[config.mk]
export PLATFORM = sky130hd
export DESIGN_NAME = pcd_miller_encoder
export DESIGN_NICKNAME = d
export VERILOG_FILES = /design/src/rtl/ISO14443A_pkg.sv /design/src/rtl/pcd_miller_encoder_pause.sv /design/src/rtl/pcd_miller_encoder.sv
export SDC_FILE = /design/constraint.sdc
export NUM_CORES = 1
export LEC_CHECK = 0
export CAP_MARGIN = 40
export CORE_MARGIN = 2
export CORE_UTILIZATION = 44
export DETAILED_ROUTE_END_ITERATION = 10
export DONT_BUFFER_PORTS = 1
export SYNTH_ARGS = -nofsm -noshare
export SYNTH_HDL_FRONTEND = slang
export SYNTH_SLANG_ARGS = --single-unit
[constraint.sdc]
create_clock -name clk -period 7 [get_ports clk]
set_input_delay 1.75 -clock clk [delete_from_list [all_inputs] [get_ports clk]]
set_output_delay 1.75 -clock clk [all_outputs]
set_load 0.01 [all_outputs]
[src/rtl/ISO14443A_pkg.sv]
// ISO 14443-A PCD shared types: modified-Miller bit sequences, timing constants,
// encoder FSM states and the sequence-selection helper.
package ISO14443A_pkg;

  typedef enum logic [1:0] {
    PCDBitSequence_ERROR = 2'd0,
    PCDBitSequence_X     = 2'd1,
    PCDBitSequence_Y     = 2'd2,
    PCDBitSequence_Z     = 2'd3
  } PCDBitSequence;

  localparam int unsigned PCD_BIT_CYCLES   = 128;
  localparam int unsigned PCD_PAUSE_CYCLES = 32;

  typedef enum logic [2:0] {
    StIdle,
    StSoc,
    StData,
    StParity,
    StEocZero,
    StEocY
  } pcd_state_e;

  // A 0 following a 1 must be Y so that X is never followed by Z.
  function automatic PCDBitSequence miller_encode(input logic bit_val, input logic prev_zero);
    PCDBitSequence s;
    if (bit_val) begin
      s = PCDBitSequence_X;
    end else if (prev_zero) begin
      s = PCDBitSequence_Z;
    end else begin
      s = PCDBitSequence_Y;
    end
    return s;
  endfunction

endpackage

[src/rtl/pcd_miller_encoder_pause.sv]
// Bit-time counter and carrier pause shaping for the current Miller sequence.
module pcd_pause_generator
  import ISO14443A_pkg::*;
#(
  parameter int unsigned BIT_CYCLES   = PCD_BIT_CYCLES,
  parameter int unsigned PAUSE_CYCLES = PCD_PAUSE_CYCLES
) (
  input  logic                          clk,
  input  logic                          rst_n,
  input  PCDBitSequence                 seq,
  input  logic                          seq_strobe,
  output logic                          pause_n,
  output logic [$clog2(BIT_CYCLES)-1:0] bit_cnt
);

  localparam int unsigned CntW = $clog2(BIT_CYCLES);
  localparam logic [CntW-1:0] LastCnt   = CntW'(BIT_CYCLES - 1);
  localparam logic [CntW-1:0] PauseEnd  = CntW'(PAUSE_CYCLES);
  localparam logic [CntW-1:0] HalfStart = CntW'(BIT_CYCLES / 2);
  localparam logic [CntW-1:0] HalfEnd   = CntW'(BIT_CYCLES / 2 + PAUSE_CYCLES);

  logic [CntW-1:0] cnt_q, cnt_d;

  // The strobe cycle is count 0; the counter then runs to the wrap and rests at 0
  // unless another bit time is strobed.
  always_comb begin
    cnt_d = '0;
    if (cnt_q == LastCnt) begin
      cnt_d = '0;
    end else if (cnt_q != '0 || seq_strobe) begin
      cnt_d = cnt_q + CntW'(1);
    end
  end

  always_ff @(posedge clk or negedge rst_n) begin
    if (!rst_n) begin
      cnt_q <= '0;
    end else begin
      cnt_q <= cnt_d;
    end
  end

  always_comb begin
    pause_n = 1'b1;
    case (seq)
      PCDBitSequence_Z: pause_n = !(cnt_q < PauseEnd);
      PCDBitSequence_X: pause_n = !((cnt_q >= HalfStart) && (cnt_q < HalfEnd));
      default:          pause_n = 1'b1;
    endcase
  end

  assign bit_cnt = cnt_q;

endmodule

[src/rtl/pcd_miller_encoder.sv]
// PCD modified-Miller framer: SOC, LSb-first data with odd parity per full byte,
// EOC, fed from a one-byte holding register.
module pcd_miller_encoder
  import ISO14443A_pkg::*;
#(
  parameter int unsigned BIT_CYCLES   = PCD_BIT_CYCLES,
  parameter int unsigned PAUSE_CYCLES = PCD_PAUSE_CYCLES
) (
  input  logic          clk,
  input  logic          rst_n,
  input  logic          in_valid,
  output logic          in_ready,
  input  logic [7:0]    in_data,
  input  logic [2:0]    in_bits,
  input  logic          in_last,
  output logic          pause_n,
  output PCDBitSequence seq,
  output logic          seq_strobe,
  output logic          busy,
  output logic          underrun
);

  localparam int unsigned CntW = $clog2(BIT_CYCLES);
  localparam logic [CntW-1:0] LastCnt = CntW'(BIT_CYCLES - 1);

  pcd_state_e    state_q, state_d;
  PCDBitSequence seq_q, seq_d;
  logic          strobe_q, strobe_d;
  logic          prev_zero_q, prev_zero_d;
  logic          underrun_q, underrun_d;
  logic          hold_full_q, hold_last_q, last_seen_q;
  logic [7:0]    hold_data_q, byte_q;
  logic [2:0]    hold_bits_q;
  logic [6:0]    shift_q;
  logic [3:0]    bits_left_q;
  logic          full8_q, cur_last_q;
  logic [CntW-1:0] bit_cnt;
  logic          accept, bit_end, load, new_bit;

  assign accept  = in_valid && in_ready;
  assign bit_end = (bit_cnt == LastCnt);

  always_ff @(posedge clk or negedge rst_n) begin
    if (!rst_n) begin
      state_q <= StIdle;
    end else begin
      state_q <= state_d;
    end
  end

  always_comb begin
    state_d    = state_q;
    load       = 1'b0;
    underrun_d = 1'b0;
    case (state_q)
      StIdle: if (hold_full_q || accept) state_d = StSoc;
      StSoc: begin
        if (bit_end) begin
          state_d = StData;
          load    = 1'b1;
        end
      end
      StData: begin
        if (bit_end && bits_left_q == 4'd1) state_d = full8_q ? StParity : StEocZero;
      end
      StParity: begin
        if (bit_end) begin
          if (cur_last_q) begin
            state_d = StEocZero;
          end else if (hold_full_q) begin
            state_d = StData;
            load    = 1'b1;
          end else begin
            state_d    = StIdle;
            underrun_d = 1'b1;
          end
        end
      end
      StEocZero: if (bit_end) state_d = StEocY;
      StEocY:    if (bit_end) state_d = StIdle;
      default:   state_d = StIdle;
    endcase
  end

  // Sequence for the bit time that starts on the next cycle.
  always_comb begin
    seq_d       = seq_q;
    strobe_d    = 1'b0;
    prev_zero_d = prev_zero_q;
    new_bit     = (state_q == StIdle) ? (state_d == StSoc) : bit_end;
    if (state_d == StIdle) begin
      seq_d = PCDBitSequence_Y;
    end else if (new_bit) begin
      strobe_d = 1'b1;
      case (state_d)
        StSoc: begin
          seq_d       = PCDBitSequence_Z;
          prev_zero_d = 1'b1;
        end
        StData: begin
          seq_d       = miller_encode(load ? hold_data_q[0] : shift_q[0], prev_zero_q);
          prev_zero_d = !(load ? hold_data_q[0] : shift_q[0]);
        end
        StParity: begin
          seq_d       = miller_encode(~^byte_q, prev_zero_q);
          prev_zero_d = ^byte_q;
        end
        StEocZero: begin
          seq_d       = miller_encode(1'b0, prev_zero_q);
          prev_zero_d = 1'b1;
        end
        default: seq_d = PCDBitSequence_Y;
      endcase
    end
  end

  always_ff @(posedge clk or negedge rst_n) begin
    if (!rst_n) begin
      seq_q       <= PCDBitSequence_Y;
      strobe_q    <= 1'b0;
      prev_zero_q <= 1'b1;
      underrun_q  <= 1'b0;
      hold_full_q <= 1'b0;
      hold_last_q <= 1'b0;
      hold_data_q <= '0;
      hold_bits_q <= '0;
      last_seen_q <= 1'b0;
      byte_q      <= '0;
      shift_q     <= '0;
      bits_left_q <= '0;
      full8_q     <= 1'b0;
      cur_last_q  <= 1'b0;
    end else begin
      seq_q       <= seq_d;
      strobe_q    <= strobe_d;
      prev_zero_q <= prev_zero_d;
      underrun_q  <= underrun_d;
      if (load) hold_full_q <= 1'b0;
      if (accept) begin
        hold_full_q <= 1'b1;
        hold_data_q <= in_data;
        hold_bits_q <= in_bits;
        hold_last_q <= in_last;
      end
      if (accept && in_last) begin
        last_seen_q <= 1'b1;
      end else if (state_q != StIdle && state_d == StIdle) begin
        last_seen_q <= 1'b0;
      end
      if (load) begin
        byte_q      <= hold_data_q;
        shift_q     <= hold_data_q[7:1];
        bits_left_q <= (hold_last_q && hold_bits_q != 3'd0) ? {1'b0, hold_bits_q} : 4'd8;
        full8_q     <= !(hold_last_q && hold_bits_q != 3'd0);
        cur_last_q  <= hold_last_q;
      end else if (state_q == StData && bit_end) begin
        shift_q     <= shift_q >> 1;
        bits_left_q <= bits_left_q - 4'd1;
      end
    end
  end

  always_comb begin
    busy     = (state_q != StIdle);
    in_ready = !hold_full_q && !last_seen_q;
  end

  assign seq        = seq_q;
  assign seq_strobe = strobe_q;
  assign underrun   = underrun_q;

  pcd_pause_generator #(
    .BIT_CYCLES  (BIT_CYCLES),
    .PAUSE_CYCLES(PAUSE_CYCLES)
  ) u_pause (
    .clk       (clk),
    .rst_n     (rst_n),
    .seq       (seq_q),
    .seq_strobe(strobe_q),
    .pause_n   (pause_n),
    .bit_cnt   (bit_cnt)
  );

endmodule

; Word level (Yosys, flattened, before mapping)
; Index checks and enable logic that the tools add are counted.
[classes]
n_addsub = 2
order_cmp = 3
eq_ne = 13
muxes = 42
bitwise = 1
n_reduce_logical = 30
[op_table]
columns = operator, n
row1 = 7-bit two-way mux, 4
row2 = 3-bit two-way mux, 8
row3 = 3-bit one-hot mux with 6 select lines, 1
row4 = 1-bit two-way mux, 17
row5 = "3-bit by 2-bit equality test with 1-bit output, second input constant", 4
row6 = 4-bit two-way mux, 3
row7 = 2-bit two-way mux, 5
row8 = "3-bit equality test, second input constant", 3
row9 = 3-bit nonzero test, 3
row10 = 1-bit logical AND, 8
row11 = 2-bit one-hot mux with 4 select lines, 1
row12 = 2-bit nonzero test, 4
row13 = 8-bit XNOR reduction, 1
row14 = 8-bit parity, 1
row15 = "7-bit by 1-bit adder with 7-bit output, second input constant", 1
row16 = "7-bit equality test, second input constant", 1
row17 = "7-bit >= comparator, second input constant", 1
row18 = "7-bit by 6-bit < comparator with 1-bit output, second input constant", 1
row19 = "7-bit < comparator, second input constant", 1
row20 = 7-bit nonzero test, 1
row21 = "3-bit by 1-bit equality test with 1-bit output, second input constant", 2
row22 = 1-bit logical NOT, 6
row23 = 3-bit logical NOT, 2
row24 = "4-bit by 1-bit equality test with 1-bit output, second input constant", 1
row25 = 9 further kinds, 11
[totals]
reg_bits = 50
in_bits = 15
output_inout_bits = 7

; Logic depth before layout (Yosys ltp)
[depth]
word_depth = 10
mapped_depth = 9

; Modules after synthesis
; A second synthesis with hierarchy kept.
[hier_totals]
cells_unflattened = 230
hier_area_um2 = 2423.6
[by_module_without_submodules]
columns = mod, instances, cells_each, area_each_um2, seq_area_each_um2
row1 = pcd_miller_encoder, 1, 196, 2072.0, 1078.5
row2 = pcd_pause_generator, 1, 34, 351.6, 175.2

; Least setup slack after synthesis
; OpenSTA, ideal clock, no wires.
[synth_timing]
path_kind = in2reg
start = input port in_valid
end = register seq_q[1] (netlist: seq[1])
setup_ps = 94
t_arrival_ps = 2966
required_time_ps = 6906
path_slack_ps = 3940
path_stages = 6
path_buffers = 1
path_cell_list = a21oi_1 o211ai_2 and2_4 buf_12 nor3b_1 or4_1
[synth_via]
elab_chain_len = 8
word_cells_on_any_way = 14
cone_classes = eq/ne: 4 / mux: 6 / reduce/logical: 4
[synth_lines]
columns = item, line
row1 = start: declaration, pcd_miller_encoder.sv:11  ; input logic in_valid,
row2 = 1-bit logical AND (*), pcd_miller_encoder.sv:40  ; assign accept = in_valid && in_ready;
row3 = 1-bit logical OR (*), pcd_miller_encoder.sv:56  ; StIdle: if (hold_full_q || accept) state_d = StSoc;
row4 = 3-bit two-way mux (*), pcd_miller_encoder.sv:56
row5 = 3-bit one-hot mux with 6 select lines (*), pcd_miller_encoder.sv:55  ; case (state_q)
row6 = net state_d[0], pcd_miller_encoder.sv:26  ; pcd_state_e state_q, state_d;
row7 = 3-bit equality test (tied with other cells), pcd_miller_encoder.sv:95  ; case (state_d)
row8 = 2-bit one-hot mux with 4 select lines, pcd_miller_encoder.sv:95
row9 = 2-bit two-way mux, pcd_miller_encoder.sv:93  ; end else if (new_bit) begin
row10 = 2-bit two-way mux, pcd_miller_encoder.sv:91  ; if (state_d == StIdle) begin
row11 = end signal: assignment, pcd_miller_encoder.sv:119  ; seq_q <= PCDBitSequence_Y;
row12 = end signal: assignment, pcd_miller_encoder.sv:134  ; seq_q <= seq_d;
row13 = end: declaration, pcd_miller_encoder.sv:27  ; PCDBitSequence seq_q, seq_d;
; The timed path passes the listed nets; every way through them passes the cells marked *. The select of a mux whose other input is x is not followed.
; A chain may end at the register's enable or synchronous reset.

; Final worst setup path
[layout_timing]
start = register state_q[2]
end = output port busy
[layout_via]
elab_chain_len = 1
[layout_lines]
columns = item, line
row1 = start: declaration, pcd_miller_encoder.sv:26
row2 = start signal: assignment, pcd_miller_encoder.sv:45  ; state_q <= StIdle;
row3 = start signal: assignment, pcd_miller_encoder.sv:47  ; state_q <= state_d;
row4 = 3-bit nonzero test, pcd_miller_encoder.sv:164  ; busy = (state_q != StIdle);
row5 = end: declaration, pcd_miller_encoder.sv:19  ; output logic busy,
; Every way passes these cells.

==> summary.md <==
| Metric | Value |
|---|---|
| Status | completed |
| Element type at the critical path end | output port |
| Final WS setup | 3.85 ns |
| RSZ-0062 raised after global routing | false |
| Drt via density | 5.34 |
| Initial DRC count | 64 |
| CP required | 5.25 ns |
| Synth Cell Area | 2490 um2 |
| Post-CTS setup buffer count | 0 |
| # resized after CTS | 0 |
| Clock transition at the registers of the reported paths | 0.09 ns |
| Mapped Avg Cell Area | 10.2 um2 |
| Mux contribution to synthesized area | 7.09% |
| Min-delay src | shift_q[6] |
| GP Congestion | 0.800 |
| Most area-consuming cells after synthesis | dfrtp_1 (48%), nand2_1 (7.4%), mux2_2 (5.9%) |
| First-pass GRT wire length | 7610 um |
| Placed instance count | 307 |
| Post-Synth XOR/XNOR Area | 5.28% |
| Crit start category | register |
| Root Driver | clkbuf_8 |
| Drt total wl | 4380 um |
| Setup CP Type | reg -> out |
| Port Buffers | 0 |
| Utilization after layout | 47.7% |
| Leading area contributor after synthesis | dfrtp_1 |
| CP max FO | 12 |
| Post-synthesis simple-gate area fraction | 21.3% |
| Die height | 79.2 um |
| Filler cell count | 534 |
| Commonest register cell after synthesis | dfrtp_1 |
| Pre-CTS WS | 3.76 ns |
| Min Tclk post-route | 3.15 ns |
| Max-slew violations | 0 |
| TritonCTS clock tree | built |
| DR pass1 iterations | 4 |
| Post-Syn Nets | 263 |
| CTS sink cnt | 50 |
| Max Cap Viol | 0 |
| Worst setup startpoint | state_q[2] |
| Reg2Reg Launch Point | u_pause.bit_cnt[0] |
| Number of global-route vias before repair | 1681 |
| EDFF count, synth | 0 |
| Post-synthesis async set-or-reset flop share | 100% |
| Warnings from Yosys | 0 |
| Layout cells sized above 1 | 13.2% |
| Nets | 261 |
| Setup tns final | 0 ns |
| Detailed placer's ending HPWL | 3170 um |
| Pwr per Cell Area | 241 nW/um2 |
| # DRC | 0 |
| Post-synthesis register bit count | 50 |
| Main combinational cell family by area after synthesis | simple AND/OR/NAND/NOR gates |
| Via Count | 1676 |
| Row count | 27 |
| Worst-Margin Slew | 0.733 ns |
| Data arrival, critical path | 1.40 ns |
| Syn Inst Count | 244 |
| # diodes | 0 |
| Count of cell types in the netlist | 47 |
| Slew HR | 51.1% |
| Antenna-violating nets left | 0 |
| Area Overhead vs Synth | 4.83% |
| Ports | 22 |
| Hold Fails Final Rpt | 0 |
| R2R Setup Slk | 4.38 ns |
| Total core area | 5470 um2 |
| Largest net degree at the start of global routing | 51 |
| Fmax achieved | 0.318 GHz |
| Share of the synthesized area in the top cell type | 48.3% |
| Initial antenna violation count | 0 |
| Clock Latency Late Sink | 0.29 ns |
| Max VDD drop | 158 uV |
| Final Skew | 0.00699 ns |
| Post-Synth Adder-Cell Area | 2.01% |
| Longest Clk Path Bufs | 2 |
| Sequential fraction of the synthesis area | 50.4% |
| Leak | 1.17 nW |
| Non-filler cells, final | 314 |
| TritonCTS Buffers | 5 |
| H-tree Lvls | 2 |
| Final setup viols | 0 |
| Hold_buf cts | 0 |
| Power, Total | 0.000630 W |
| Hold Path Class | reg -> reg |
| Final period util | 44.9% |
| Die area | 6270 um2 |
| Die X | 79.2 um |
| Gr ovfl total | 0 |
| Initial Util | 45.5% |
| Drt wl/cell | 13.9 um |
| Synth Area in Compound Gates | 10.3% |
| Total GRT Usage | 15.6% |
==> metal layers <==
| metal | global-route usage [%] | up-vias | share of wire, % |
|---|---|---|---|
| met1 | 19.5 | 823 | 45 |
| met2 | 27.2 | 21 | 51 |
| met5 | 0 | - | 0 |
| li1 | - | 830 | - |
| met4 | 4.66 | 0 | 0.64 |
| met3 | 3.07 | 2 | 3.7 |
==> logic make-up (layout without fill, tap and decap cells) <==
| family | Yosys count | count (layout) |
|---|---|---|
| adders and majority gates | 4 | 4 |
| xor gates and xnor gates | 15 | 15 |
| DFF | 50 | 50 |
| and+or+nand+nor | 108 | 108 |
| buffers and inverters | 19 | 17 |
| muxes | 16 | 16 |
| AOI/OAI and AO/OA | 32 | 32 |
==> critical path, stage by stage (launching register included) <==
cell and delay (ns):
dfrtp_1 0.53, nor3_1 0.41, inv_1 0.17
==> metrics by stage <==
step / hold WS [ns] / area [um2]
6_report: 0.491 / 2610
5_1_grt: 0.522 / 2610
4_1_cts: 0.496 / 2610
3_5_place_dp: 0.468 / 2520
3_3_place_gp: 0.471 / 2520
2_1_floorplan: 0.446 / 2490
==> sequential cells by signal, summed over array words and instances, names as in the netlist, 2 cells and up <==
register and cells:
hold_bits_q 3, bits_left_q 4, state_q 3, u_pause.bit_cnt 7
hold_data_q 8, shift_q 7, seq 2, byte_q 8
==> area by class of cell <==
class                           instances  area (um2)  area share (%)
Tap cell                               72        90.1            3.45
Inverter                               10        37.5            1.44
Sequential cell                        50        1250            48.1
Clock buffer                            5        68.8            2.64
Multi-Input combinational cell        175        1140            43.8
Clock inverter                          2        15.0           0.576
==> synthesized netlist by cell type, drive strengths merged, types with 2 or more instances <==
cell type and count:
o31ai 3, nand2 50, nor4b 2, nor3 6, nand2b 4, mux2 13
dfstp 2, or4 2, clkbuf 5, nand3 11, o21ai 4, o32ai 2
a21oi 12, mux2i 3, xnor2 10, nor2b 3, o22a 2, xor2 5
and2 3, o211ai 2, and3 3, inv 10, nor2 18, dfrtp 48
nor4 2, buf 4, ha 4
==> power breakdown <==
| group | switching, W | internal [W] | leakage (nW) |
|---|---|---|---|
| sequential | 0.0000450 | 0.000329 | 0.646 |
| clock | 0.0000926 | 0.0000684 | 0.0362 |
| combinational | 0.0000452 | 0.0000502 | 0.493 |
==> cells in the final DEF (no fill, tap or decap), drive strengths merged, types with 3 or more instances in the layout <==
| cell | count |
|---|---|
| mux2i | 3 |
| mux2 | 13 |
| xor2 | 5 |
| a21oi | 12 |
| o31ai | 3 |
| xnor2 | 10 |
| and3 | 3 |
| nor2 | 18 |
| nand2b | 4 |
| nor2b | 3 |
| nor3 | 6 |
| nand2 | 50 |
| and2 | 3 |
| clkbuf | 5 |
| ha | 4 |
| nand3 | 11 |
| inv | 10 |
| o21ai | 4 |
| dfrtp | 48 |
==> path summary, 6_finish.rpt <==
path                               to  cells past startpoint
setup / recovery                 busy                      2
hold / removal             shift_q[6]                      2
setup reg to reg               seq[1]                      7
hold reg to reg            shift_q[6]                      2
max in group asynchronous      seq[1]                      0
min in group asynchronous    underrun                      0
Power figures use the tool's default switching activity.
